File: config.mk
export PLATFORM = sky130hd
export DESIGN_NAME = load_wb_unit
export DESIGN_NICKNAME = d
export VERILOG_FILES = /design/src/rtl/rv32i_pkg.sv /design/src/rtl/load_align.sv /design/src/rtl/load_wb_unit.sv
export SDC_FILE = /design/constraint.sdc
export NUM_CORES = 1
export LEC_CHECK = 0
export BUFFER_PORTS_ARGS = -buffer_cell sky130_fd_sc_hd__buf_4
export CORE_ASPECT_RATIO = 1.2
export CORE_MARGIN = 2
export CORE_UTILIZATION = 50
export DETAILED_ROUTE_END_ITERATION = 12
export PLACE_DENSITY = 0.82
export SYNTH_ARGS = -nofsm -noshare
export SYNTH_HDL_FRONTEND = slang
export SYNTH_SLANG_ARGS = --single-unit
File: constraint.sdc
create_clock -name clk -period 2.14 [get_ports clk]
set_input_delay 0.428 -clock clk [delete_from_list [all_inputs] [get_ports clk]]
set_output_delay 0.428 -clock clk [all_outputs]
set_load 0.05 [all_outputs]
File: src/rtl/rv32i_pkg.sv
// Shared RV32I definitions for the load path: funct3 load encodings, load FSM states
// and small decode helpers.
package rv32i_pkg;

  typedef enum logic [2:0] {
    F3_LB  = 3'b000,
    F3_LH  = 3'b001,
    F3_LW  = 3'b010,
    F3_LBU = 3'b100,
    F3_LHU = 3'b101
  } load_funct3_e;

  typedef enum logic [1:0] {
    ST_IDLE,
    ST_REQ,
    ST_WAIT,
    ST_WB
  } ld_state_e;

  function automatic logic funct3_legal(input logic [2:0] f3);
    return f3 inside {F3_LB, F3_LH, F3_LW, F3_LBU, F3_LHU};
  endfunction

  function automatic logic load_misaligned(input logic [2:0] f3, input logic [1:0] off);
    case (f3)
      F3_LH, F3_LHU: return off[0];
      F3_LW:         return off != 2'b00;
      default:       return 1'b0;
    endcase
  endfunction

endpackage

File: src/rtl/load_align.sv
// Combinational lane extraction and sign/zero extension of a loaded memory word.
module load_align
  import rv32i_pkg::*;
(
  input  logic [2:0]  funct3,
  input  logic [1:0]  byte_off,
  input  logic [31:0] rdata,
  output logic [31:0] data
);

  logic [7:0]  byte_lane;
  logic [15:0] half_lane;

  always_comb begin
    case (byte_off)
      2'd0:    byte_lane = rdata[7:0];
      2'd1:    byte_lane = rdata[15:8];
      2'd2:    byte_lane = rdata[23:16];
      default: byte_lane = rdata[31:24];
    endcase
    half_lane = byte_off[1] ? rdata[31:16] : rdata[15:0];

    case (funct3)
      F3_LB:   data = {{24{byte_lane[7]}}, byte_lane};
      F3_LH:   data = {{16{half_lane[15]}}, half_lane};
      F3_LBU:  data = {24'h0, byte_lane};
      F3_LHU:  data = {16'h0, half_lane};
      default: data = rdata;
    endcase
  end

endmodule

File: src/rtl/load_wb_unit.sv
// RV32I load unit: accepts a load, reads memory with timeout, aligns and writes back.
// Optional LOAD_MISALIGN_CHECK_EN rejects misaligned LH/LHU/LW in IDLE.
module load_wb_unit
  import rv32i_pkg::*;
#(
  parameter int unsigned TIMEOUT_CYCLES = 255
) (
  input  logic        clk,
  input  logic        rst_n,
  input  logic        ld_valid,
  output logic        ld_ready,
  input  logic [31:0] ld_addr,
  input  logic [2:0]  ld_funct3,
  input  logic [4:0]  ld_rd,
  output logic        mem_req,
  input  logic        mem_gnt,
  output logic [31:0] mem_addr,
  input  logic        mem_rvalid,
  input  logic [31:0] mem_rdata,
  output logic        rf_write,
  output logic [4:0]  rf_wa,
  output logic [31:0] rf_wd,
  output logic        busy,
  output logic        ld_err
);

  // Last WAIT cycle index: the unit waits at most TIMEOUT_CYCLES cycles.
  localparam logic [7:0] TMO_LAST = 8'(TIMEOUT_CYCLES - 1);

  ld_state_e   state_q, state_d;
  logic [31:0] addr_q;
  logic [2:0]  funct3_q;
  logic [4:0]  rd_q;
  logic [7:0]  tmo_q;
  logic [31:0] wd_q;
  logic        err_q, err_d;
  logic        accept;
  logic        cmd_bad;
  logic [31:0] aligned;

  load_align u_align (
    .funct3   (funct3_q),
    .byte_off (addr_q[1:0]),
    .rdata    (mem_rdata),
    .data     (aligned)
  );

  always_comb begin
    cmd_bad = !funct3_legal(ld_funct3);
`ifdef LOAD_MISALIGN_CHECK_EN
    cmd_bad = cmd_bad || load_misaligned(ld_funct3, ld_addr[1:0]);
`endif
  end

  // NOTE: every signal gets a default before the case so no path leaves it unassigned (no latches).
  always_comb begin
    state_d = state_q;
    accept  = 1'b0;
    err_d   = 1'b0;
    case (state_q)
      ST_IDLE: begin
        if (ld_valid) begin
          if (cmd_bad) begin
            err_d = 1'b1;
          end else begin
            accept  = 1'b1;
            state_d = ST_REQ;
          end
        end
      end
      ST_REQ:  if (mem_gnt) state_d = ST_WAIT;
      ST_WAIT: begin
        // Data arriving on the final WAIT cycle takes priority over the timeout.
        if (mem_rvalid) begin
          state_d = ST_WB;
        end else if (tmo_q == TMO_LAST) begin
          err_d   = 1'b1;
          state_d = ST_IDLE;
        end
      end
      ST_WB:   state_d = ST_IDLE;
      default: state_d = ST_IDLE;
    endcase
  end

  // NOTE: sequential state uses non-blocking assignments so all registers update from pre-edge values.
  // NOTE: the write-data register is reset too, so no stale load result survives a reset.
  always_ff @(posedge clk or negedge rst_n) begin
    if (!rst_n) begin
      state_q  <= ST_IDLE;
      addr_q   <= '0;
      funct3_q <= '0;
      rd_q     <= '0;
      tmo_q    <= '0;
      wd_q     <= '0;
      err_q    <= 1'b0;
    end else begin
      state_q <= state_d;
      err_q   <= err_d;
      if (accept) begin
        addr_q   <= ld_addr;
        funct3_q <= ld_funct3;
        rd_q     <= ld_rd;
      end
      if (state_q == ST_REQ) begin
        tmo_q <= '0;
      end else if (state_q == ST_WAIT) begin
        tmo_q <= tmo_q + 8'd1;
      end
      if (state_q == ST_WAIT && mem_rvalid) begin
        wd_q <= aligned;
      end
    end
  end

  assign ld_ready = (state_q == ST_IDLE);
  assign busy     = (state_q != ST_IDLE);
  assign mem_req  = (state_q == ST_REQ);
  assign mem_addr = {addr_q[31:2], 2'b00};
  assign rf_write = (state_q == ST_WB) && (rd_q != 5'd0);
  assign rf_wa    = rd_q;
  assign rf_wd    = wd_q;
  assign ld_err   = err_q;

endmodule

[After elaboration in Yosys (flattened, before gate mapping)]
Cells that the tools add are included.
W data, S select, Z words.
Cells by class
  add/subtract/negate cells: 1
  equal/unequal tests: 17
  muxes and demuxes: 19
  reduce and logical (&&, ||, !) cells: 11
Operator list (number)
  $pmux W32 S4: 1
  $pmux W8 S3: 1
  $mux W16: 1
  $mux W8: 2
  $eq A3 B3 Y1 const B: 4
  $mux W2: 5
  $reduce_bool A5 Y1: 2
  $add A8 B1 Y8 const B: 1
  $eq A8 B8 Y1 const B: 1
  $pmux W2 S4: 1
  $mux W1: 7
  $eq A2 B2 Y1 const B: 3
  $eq A3 B1 Y1 const B: 2
  $logic_not A3 Y1: 2
  $eq A2 B1 Y1 const B: 2
  $logic_not A2 Y1: 2
  $ne A2 B1 Y1 const B: 2
  $reduce_and A4 Y1: 1
  $reduce_bool A2 Y1: 2
  $eq A3 B2 Y1 const B: 1
  $ne A3 B3 Y1 const B: 1
  $logic_and A1 B1 Y1: 2
  $ne A2 B2 Y1 const B: 1
  $pmux W1 S2: 1
Storage, ports and cells
  register bits: 83
  input bits: 77

[Logic depth before layout (Yosys ltp)]
Gate-level depths: netlist of the first run.
  word-level depth: 5
  gate-level depth with buffers: 8

[Cells and area by module]
From an unflattened synthesis of the first run, not the netlist that was laid out.
Unflattened totals
  cells, all modules: 387
  area, all modules: 4330.4 sq um
By module, submodules not included
  load_wb_unit: instances 1, cells an instance 256, area each 3607.2 sq um, seq. area each 2077.0 sq um
  load_align: instances 1, cells an instance 131, area each 723.2 sq um, seq. area each 0.0 sq um

[Least setup slack after synthesis of the first run]
OpenSTA, ideal clock, no wires.
  path kind: reg2reg
  start point: register state_q[0]
  end point: register addr_q[23]
  setup time: 125 ps
  arrival: 2094 ps
  data required time: 2015 ps
  slack: -78 ps
  stages on the path, launching flop included: 8
  path buffers: 2
  clock period less this slack: 2218 ps
  cells stage by stage: dfrtp_1 inv_1 ha_1 nand2_1 nor2b_1 clkbuf_1 clkbuf_1 mux2_2
On the way
  longest elaborated chain between the ends: 2
RTL lines
  start, declared: RTL line load_wb_unit.sv:30  | ld_state_e state_q, state_d;
  start signal, assigned: RTL line load_wb_unit.sv:98  | state_q <= state_d;
  $logic_not A2 Y1
  net ld_ready: RTL line load_wb_unit.sv:11  | output logic ld_ready,
  $mux W1: RTL line load_wb_unit.sv:60  | case (state_q)
  end signal, assigned: RTL line load_wb_unit.sv:101  | addr_q <= ld_addr;
  end, declared: RTL line load_wb_unit.sv:31  | logic [31:0] addr_q;
The timed path passes the listed nets, and every way through them passes these cells.
A chain may end at the register's enable or synchronous reset.

[Worst setup path in the final report of the first run]
  start point: register rd_q[0], in the netlist rf_wa[0]
  end point: output rf_write
On the way
  longest elaborated chain between the ends: 2
RTL lines
  start, declared: RTL line load_wb_unit.sv:33  | logic [4:0] rd_q;
  start signal, assigned: RTL line load_wb_unit.sv:103  | rd_q <= ld_rd;
  $reduce_bool A5 Y1: RTL line load_wb_unit.sv:120  | assign rf_write = (state_q == ST_WB) && (rd_q != 5'd0);
  $logic_and A1 B1 Y1: RTL line load_wb_unit.sv:120
  end, declared: RTL line load_wb_unit.sv:20  | output logic rf_write,
Every way passes these cells.

==> metrics.yaml, run 1 <==
max-vdd-ir-drop_uv: 1050
drt_iter0_drc: 164
hpwl_um: 7270
drcViolationCount: 0
switching_share: 0.498
slew-limit-headroom: 0.626
ant_nets: 0
worstMarginPinSlew_ps: 561
antenna_cells: 0
clockBufferDepth: 2
hold_path_class: "in -> async"
rows: 36
status: "complete, no violations"
syn_area_um2: 4150
setup_ws_ps: 72.3
path_clk_slew_ps: 90
final_cell_mix: "buf_4 (158), dfrtp_1 (83), mux2_2 (49)"
htreeDepth: 3
synth_top_area_cell: "dfrtp_1"
intPower_uw: 5020
postCtsHoldBufs: 0
slowest_delay_ps: 530
postSynthCellCount: 389
critPathBufInv: 1
cp_slowest_cell: "or4_1"
power_density_nw_per_um2: 1860
synth.avg_cell_area_um2: 10.7
clk_latency_ps: 350
firstDrtPassIters: 4
grt_usage: 0.221
die-area_um2: 9040
yosys-top-cells-area: "dfrtp_1 (50%), mux2_2 (13%), buf_4 (5.8%)"
synth_top_cell_area_share: 0.501
p_clk_frac: 0.126
io_buffers: 148
chipWidth_um: 87.1
start_util: 0.512
seq_area_frac_synth: 0.501
crit_type: "reg -> out"
path_max_fanout: 3
ios: 151
period_needed_ps: 2070
grt_start_max_net_pins: 48
grt_pass1_vias: 3352
fin_nets: 588
crit_chain: "or4_1, o21a_1, buf_4"
cts_sinks: 83
slew_viol_final: 0
drive_above_1_share: 0.457
core_um2: 8110
cts_tree: "yes"
dieHeight_um: 104
numCtsBuffers: 9
fin_crit_sh: 0.966
p_seq_frac: 0.288
overflow: 0
p_sw_uw: 4980
p_comb_frac: 0.586
num_vias: 3279
place_congestion: 0.858
skew_ps: 11.7
cp.required_ps: 1710
fin_util: 0.664
mostFrequentLayoutCell: "buf_4"
p_leak_uw: 0.00257
rsz0062_at_grt: "false"
area_growth_pct: 29.7
timing.final.hold_violations: 0
endpoint_kind: "output pin"
grt_pass1_wl_um: 15900
critPathTopFamily: "simple AND/OR/NAND/NOR gates"
arrival_ps: 1640
synth_cell_types: 39
cts_resized: 0
finalSetupViolCount: 0
wl_per_cell_um: 16.3
yosys_register_bits: 83
start_kind: "register"
fin_tns_setup_ps: 0
viasPerCell: 5.42
fmax_ghz: 0.484
cts_root_buffer: "clkbuf_8"
post_cts_buffers: 0
max-cap-violations: 0
antenna_found_initial: 0
pre_cts_ws_ps: 255
ys.warnings.count: 0
wl_um: 9880
## layer usage
metal,vias to the layer above,track usage,routed length (um)
met5,-,0,0
met4,0,0.0703,148
met3,13,0.0574,800
met2,139,0.374,5120
met1,1594,0.273,3800
li1,1533,-,-
## cell type report
class / instances / area (um^2)
Clock inverter: 7 / 100
Sequential cell: 83 / 2080
Timing Repair Buffer: 160 / 1230
Multi-Input combinational cell: 243 / 1700
Inverter: 8 / 30.0
Tap cell: 95 / 119
Clock buffer: 9 / 124
Fill cell: 659 / 2730
## final timing paths
| kind | slack [ps] | depth (start not counted) | end | start |
|---|---|---|---|---|
| hold / removal | 30 | 1 | addr_q[22] | rst_n |
| hold reg to reg | 490 | 2 | rf_wd[1] | rf_wd[1] |
| min in group clk | 300 | 2 | addr_q[26] | ld_addr[26] |
| max in group asynchronous | 1480 | 2 | rf_wd[24] | rst_n |
| setup reg to reg | 370 | 6 | rf_wa[3] | state_q[0] |
| setup / recovery | 70 | 3 | rf_write | rf_wa[0] |
## logic make-up (layout without fill, tap and decap cells)
family | count (synthesis) | in the layout | synth area share
buffers and inverters | 64 | 184 | 0.0917
AOI/OAI and AO/OA | 70 | 70 | 0.0941
adders and majority gates | 6 | 6 | 0.0181
and+or+nand+nor | 101 | 101 | 0.123
muxes | 61 | 61 | 0.165
other | 1 | 2 | 0.000904
DFF | 83 | 83 | 0.501
xor gates and xnor gates | 3 | 3 | 0.00634
## synth_stat cells
cell       count
dfrtp_1       83
mux2_2        49
o21ai_0       33
buf_4         32
nand2_1       31
a21oi_1       24
clkbuf_1      17
nand3_1       17
nor2_1        16
mux2i_1       11
nor2b_1       10
nand2b_1       9
inv_1          8
nand3b_1       8
ha_1           6
buf_2          4
o21ai_2        3
o22ai_1        3
buf_6          2
nand4_1        2
or4_1          2
xnor2_1        2
a211oi_2       1
a2bb2oi_1      1
a31oi_1        1
and2_1         1
and3_1         1
buf_1          1
conb_1         1
mux4_2         1
nor3_1         1
nor3b_1        1
nor4b_1        1
o21a_1         1
o21bai_1       1
o22a_1         1
o32ai_1        1
or3b_2         1
xor2_1         1
## state kept, by name, summed over array words and instances (netlist names)
register  count
ld_err        1
state_q       2
funct3_q      3
rf_wa         5
addr_q       32
rf_wd        32
tmo_q         8
## per-stage QoR
stage / hold WS (ps) / cells / power, uW / area (um^2)
after floorplan: 132 / 390 / 7410 / 4150
after global placement: 412 / 589 / 8610 / 5160
after detailed placement: 424 / 589 / 8780 / 5160
after CTS: 29.0 / 605 / 10100 / 5380
after global routing: 57.5 / 605 / 10500 / 5380
final: 28.0 / 605 / 10000 / 5380
## power by group through the flow
stage	registers (uW)	logic, uW	clock network [uW]
2_1_floorplan	3920	3480	0
3_3_place_gp	2860	5750	0
3_5_place_dp	2910	5870	0
4_1_cts	2880	5890	1280
5_1_grt	2970	6200	1350
6_report	2880	5860	1260
## worst reg2reg max path: cells and delay by family, from the launching register on
kind,cells,cell delay [ps]
adders and majority gates,1,230
and+or+nand+nor,2,260
muxes,1,390
DFF,1,410
buffers and inverters,2,370
Power figures use the tool's default switching activity.
==> inputs of run 2 (changes only) <==
CORE_ASPECT_RATIO = 0.9   (was 1.2)
clock period = 2.5 ns   (was 2.14 ns; I/O delays follow)
==> run 2 against run 1 <==
Effect of this change:
- power fell by 15%
- count of clock-buffer cells in the layout rose by 2
- register-to-register slack improved by 190 ps
- combinational power fell by 15%
- sequential share of layout area rose by 0.35 points
- non-clock buffer count fell by 3
- first-iteration DRC count rose by 68%
- final area fell by 0.91%
- die area barely moved
- core utilization fell by 0.28 points
- clock skew fell by 1.3 ps
- wire length fell by 0.53%
==> metrics.yaml, run 2 (synthesis results as in run 1) <==
intPower_uw: 4250  # -15%
rows: 31  # -14%
fin_tns_setup_ps: 0  # unchanged
postCtsHoldBufs: 0  # unchanged
crit_type: "reg -> out"
dieHeight_um: 90.4  # -13%
wl_per_cell_um: 16.2  # -0.53%
clockBufferDepth: 2  # unchanged
post_cts_buffers: 0  # unchanged
status: "complete, no violations"
finalPower_uw: 8480  # -15%
clk_latency_ps: 350  # about the same
final_cell_mix: "buf_4 (156), dfrtp_1 (83), mux2_2 (49)"
p_comb_frac: 0.587  # about the same
path_clk_slew_ps: 80  # about the same
drcViolationCount: 0  # unchanged
arrival_ps: 1610  # -30 ps
timing.final.hold_violations: 0  # unchanged
fin_crit_sh: 0.846
antenna_cells: 0  # unchanged
grt_start_max_net_pins: 47  # -2.1%
cts_root_buffer: "clkbuf_8"
place_congestion: 0.849  # -0.97%
max-cap-violations: 0  # unchanged
antenna_found_initial: 0  # unchanged
path_max_fanout: 3  # unchanged
chipWidth_um: 100  # +15%
final_cells: 605  # unchanged
slew_viol_final: 0  # unchanged
endpoint_kind: "output pin"
post-place-cells: 590  # +0.17%
fmax_ghz: 0.473
num_vias: 3269  # -0.30%
period_needed_ps: 2110
grt_pass1_vias: 3316  # -1.1%
start_util: 0.514  # +0.00254
fillers: 655  # -0.61%
p_leak_uw: 0.00255  # -0.73%
cts_sinks: 83  # unchanged
hold_path_class: "in -> async"
grt_usage: 0.222  # +0.000625
mostFrequentLayoutCell: "buf_4"
skew_ps: 10.4  # -1.30 ps
p_seq_frac: 0.290  # +0.002
numCtsBuffers: 9  # unchanged
max-vdd-ir-drop_uv: 828  # -21%
cts_resized: 0  # unchanged
drt_iter0_drc: 276  # +68%
area_growth_pct: 28.5
fin_nets: 585  # -0.51%
worstMarginPinSlew_ps: 671  # +110 ps
slew-limit-headroom: 0.553  # -0.0733
die-area_um2: 9040  # about the same
cts_tree: "yes"
viasPerCell: 5.40  # -0.30%
finalSetupViolCount: 0  # unchanged
p_sw_uw: 4230  # -15%
ios: 151  # unchanged
htreeDepth: 3  # unchanged
drive_above_1_share: 0.447  # -0.0102
rsz0062_at_grt: "false"
power_density_nw_per_um2: 1590  # -14%
core_um2: 8070  # -0.49%
cp.required_ps: 2000  # +290 ps
ant_nets: 0  # unchanged
p_clk_frac: 0.123  # -0.003
firstDrtPassIters: 4  # unchanged
start_kind: "register"
io_buffers: 148  # unchanged
wl_um: 9820  # -0.53%
switching_share: 0.499  # +0.00111
overflow: 0  # unchanged
grt_pass1_wl_um: 15900  # about the same
hpwl_um: 7050  # -3.1%
## run 2: cell count changes in the layout (fill, tap and decap cells not counted)
cell	change
buf_12	-1
clkbuf_1	+2
ha_2	-1
clkinv_4	+1
clkinvlp_4	-2
buf_4	-2
ha_1	+1
inv_6	-2
## run 2: final cells by class
cell class                 count  area [um^2]  area share
tap                           99          124      0.0232
clock buffer                  11          131      0.0246
clock inverter                 4         76.3      0.0143
multi-input combinational    243         1700       0.319
inverter                       8         30.0     0.00563
timing repair buffer         157         1190       0.223
sequential                    83         2080       0.390
## run 2: path summary, 6_finish.rpt
path / endpoint / slack [ps] / cells past startpoint / start
max: rf_write / 390 / 3 / rf_wa[0]
min: rf_wd[21] / 150 / 1 / rst_n
max reg2reg: rf_wd[23] / 560 / 4 / addr_q[1]
min reg2reg: rf_wd[2] / 490 / 2 / rf_wd[2]
max in group asynchronous: tmo_q[2] / 1710 / 2 / rst_n
min in group clk: addr_q[1] / 350 / 3 / ld_addr[1]
## run 2: power groups by stage
stage                     logic (uW)  registers, uW  clock network, uW
after floorplan                 2980           3360                  0
after global placement          4900           2440                  0
after detailed placement        5000           2480                  0
after CTS                       5010           2460               1070
after global routing            5260           2550               1130
final                           4980           2460               1040
## run 2: worst max-delay path, cell delays in order, from the launching register on
cell and delay [ps]:
dfrtp_1 390, or4_1 520, o21a_1 180, buf_4 180
## run 2: per-stage QoR
stage / hold slack (ps) / instance area, um^2 / worst slack, ps / util
floorplan: 204 / 4150 / 282 / -
global placement: 463 / 5120 / 445 / 0.635
detailed placement: 473 / 5120 / 380 / 0.635
CTS: 170 / 5330 / 368 / 0.661
global route: 186 / 5330 / 321 / 0.661
finish: 149 / 5330 / 386 / 0.661
## run 2: per-layer routing
metal  up-vias  routed length, um  GRT usage
met5         -                  0          0
met4         0                326     0.0947
met3        21                730     0.0627
met2       143               4670      0.351
met1      1577               4100      0.285
li1       1528                  -          -
==> inputs of run 3 (changes only) <==
CORE_UTILIZATION = 45   (was 50)
PLACE_DENSITY = 0.78   (was 0.82)
clock period = 1.7 ns   (was 2.5 ns; I/O delays follow)
==> run 3 against run 2 <==
Effect of this change:
- the run now ends with setup timing left
- sequential share of layout area down 2.3 points
- first-iteration DRC count is 43% lower
- sequential power up 44%
- flip-flop and latch count unchanged
- critical path depth unchanged
- core utilization fell by 3.2 points
- critical path type unchanged
- largest cell class unchanged
- highest routed layer unchanged
==> metrics.yaml, run 3 (synthesis results as in run 1) <==
wl_um: 10100  # +3.3%
skew_ps: 8.99  # -1.45 ps
r2r_cells: 5  # +1
num_vias: 3349  # +2.4%
post-place-cells: 627  # +6.3%
grt_start_max_net_pins: 40  # -15%
final_cell_mix: "buf_4 (168), dfrtp_1 (80), mux2_2 (49)"
start_kind: "register"
fin_crit_sh: 1.16
overflow: 0  # unchanged
final_cells: 650  # +7.4%
mostFrequentLayoutCell: "buf_4"
hpwl_um: 7270  # +3.2%
grt_pass1_vias: 3385  # +2.1%
finalPower_uw: 12900  # +52%
rsz0062_at_grt: "true"
p_clk_frac: 0.098  # -0.025
timing.rr.start: "addr_q[1]"
path_clk_slew_ps: 90  # about the same
p_sw_uw: 6390  # +51%
wl_per_cell_um: 15.6  # -3.8%
rows: 33  # +6.5%
drt_iter0_drc: 158  # -43%
intPower_uw: 6480  # +52%
period_needed_ps: 1980
regToRegEndpoint: "rf_wd[22]"
ant_nets: 0  # unchanged
p_comb_frac: 0.625  # +0.038
io_buffers: 148  # unchanged
whs_path_depth: 3
die-area_um2: 10000  # +11%
max-vdd-ir-drop_uv: 1070  # +29%
fmax_ghz: 0.506
drive_above_1_share: 0.523  # +0.0761
area_growth_pct: 37.0
status: "complete, but fails checks"
endpoint_kind: "output pin"
place_area_um2: 5340  # +4.2%
fin_nets: 606  # +3.6%
power_density_nw_per_um2: 2260  # +42%
crit_type: "reg -> out"
cts_sinks: 83  # unchanged
setup_ws_ps: -276  # -662 ps
grt_pass1_wl_um: 16100  # +1.3%
switching_share: 0.496  # -0.00251
wl_met2_um: 5000  # +7.2%
cts_root_buffer: "clkbuf_8"
fin_hold_ws_ps: 210  # +61.0 ps
drcViolationCount: 0  # unchanged
arrival_ps: 1640  # +30 ps
grt_usage: 0.202  # -0.0194
start_util: 0.459  # -0.0554
dieHeight_um: 95.1  # +5.2%
clk_latency_ps: 350  # about the same
finalSetupViolCount: 6  # +6
drt-met1-wl_um: 4250  # +3.7%
violations: "setup timing"
antenna_found_initial: 0  # unchanged
cts_tree: "yes"
stdcell_area_um2: 5680  # +6.6%
cp.required_ps: 1360  # -640 ps
htreeDepth: 3  # unchanged
slew_viol_final: 0  # unchanged
chipWidth_um: 105  # +5.2%
hold_start: "ld_addr[1]"
p_leak_uw: 0.00269  # +5.8%
numCtsBuffers: 9  # unchanged
hold_path_class: "in -> reg"
hold_path_end: "addr_q[1]"
place_congestion: 0.829  # -2.4%
clockBufferDepth: 2  # unchanged
ios: 151  # unchanged
r2r_setup_slack_ps: -10  # -570 ps
max-cap-violations: 0  # unchanged
core_um2: 9040  # +12%
dr_wl_met3_um: 727  # -0.41%
p_seq_frac: 0.276  # -0.014
antenna_cells: 0  # unchanged
pre_cts_ws_ps: -6.14  # -386 ps
path_max_fanout: 2  # -1
firstDrtPassIters: 4  # unchanged
top_layer: "met4"
viasPerCell: 5.15  # -4.6%
timing.final.hold_violations: 0  # unchanged
## run 3: changes by cell type in the layout (fill, tap and decap cells not counted), moves of 4 or more
| cell | before | now |
|---|---|---|
| nand3_1 | 17 | 9 |
| buf_4 | 156 | 168 |
| nand3_2 | 0 | 8 |
| inv_1 | 8 | 4 |
| o21ai_2 | 3 | 9 |
| o21ai_0 | 33 | 27 |
## run 3: worst max path at each step
| stage | startpoint | to | slack (ps) | cells after the start |
|---|---|---|---|---|
| floorplan | addr_q[1] | rf_wd[16] | -40 | 7 |
| global placement | addr_q[1] | rf_wd[30] | 40 | 5 |
| detailed placement | mem_rdata[31] | rf_wd[31] | -6 | 6 |
| CTS | rf_wa[0] | rf_write | -310 | 3 |
| global route | rf_wa[0] | rf_write | -330 | 3 |
| finish | rf_wa[0] | rf_write | -280 | 3 |
## run 3: critical path, cell delays in order, from the launching register on
cell,delay (ps)
dfrtp_2,400
or4_4,520
o21a_2,210
buf_6,150
## run 3: repair_timing
| action | 4_1_cts | 5_1_grt |
|---|---|---|
| gates resized for setup | 5 | 26 |
| endpoints found under the hold margin | 18 | 0 |
| setup endpoints to repair | 5 | 15 |
| hold buffers | 1 | 0 |
| buffers inserted | 4 | 2 |
| cloned | 0 | 1 |
| pin swaps | 0 | 3 |
## run 3: area by class of cell
type / count / area [um^2]
fill: 749 / 3360
sequential: 83 / 2080
multi-input combinational: 243 / 1810
timing repair buffer: 178 / 1430
tap: 122 / 153
clock buffer: 12 / 145
inverter: 8 / 33.8
clock inverter: 4 / 27.5
## run 3: power groups by stage
stage          combinational [uW]  clock, uW  sequential, uW
2_1_floorplan                4530          0            4960
3_3_place_gp                 7610          0            3540
3_5_place_dp                 7740          0            3600
4_1_cts                      7870       1320            3550
5_1_grt                      8520       1400            3690
6_report                     8050       1270            3550
## run 3: metal layers
layer  global-route usage  vias to the layer above
met3               0.0629                       15
met1                0.256                     1633
met5                    0                        -
met4               0.0556                        0
li1                     -                     1570
met2                0.339                      131
## run 3: stage by stage
stage / setup TNS [ps] / utilization
detailed placement: -6.14 / 0.590
finish: -304 / 0.628
floorplan: -1040 / -
global placement: 0 / 0.590
CTS: -313 / 0.615
global route: -824 / 0.628
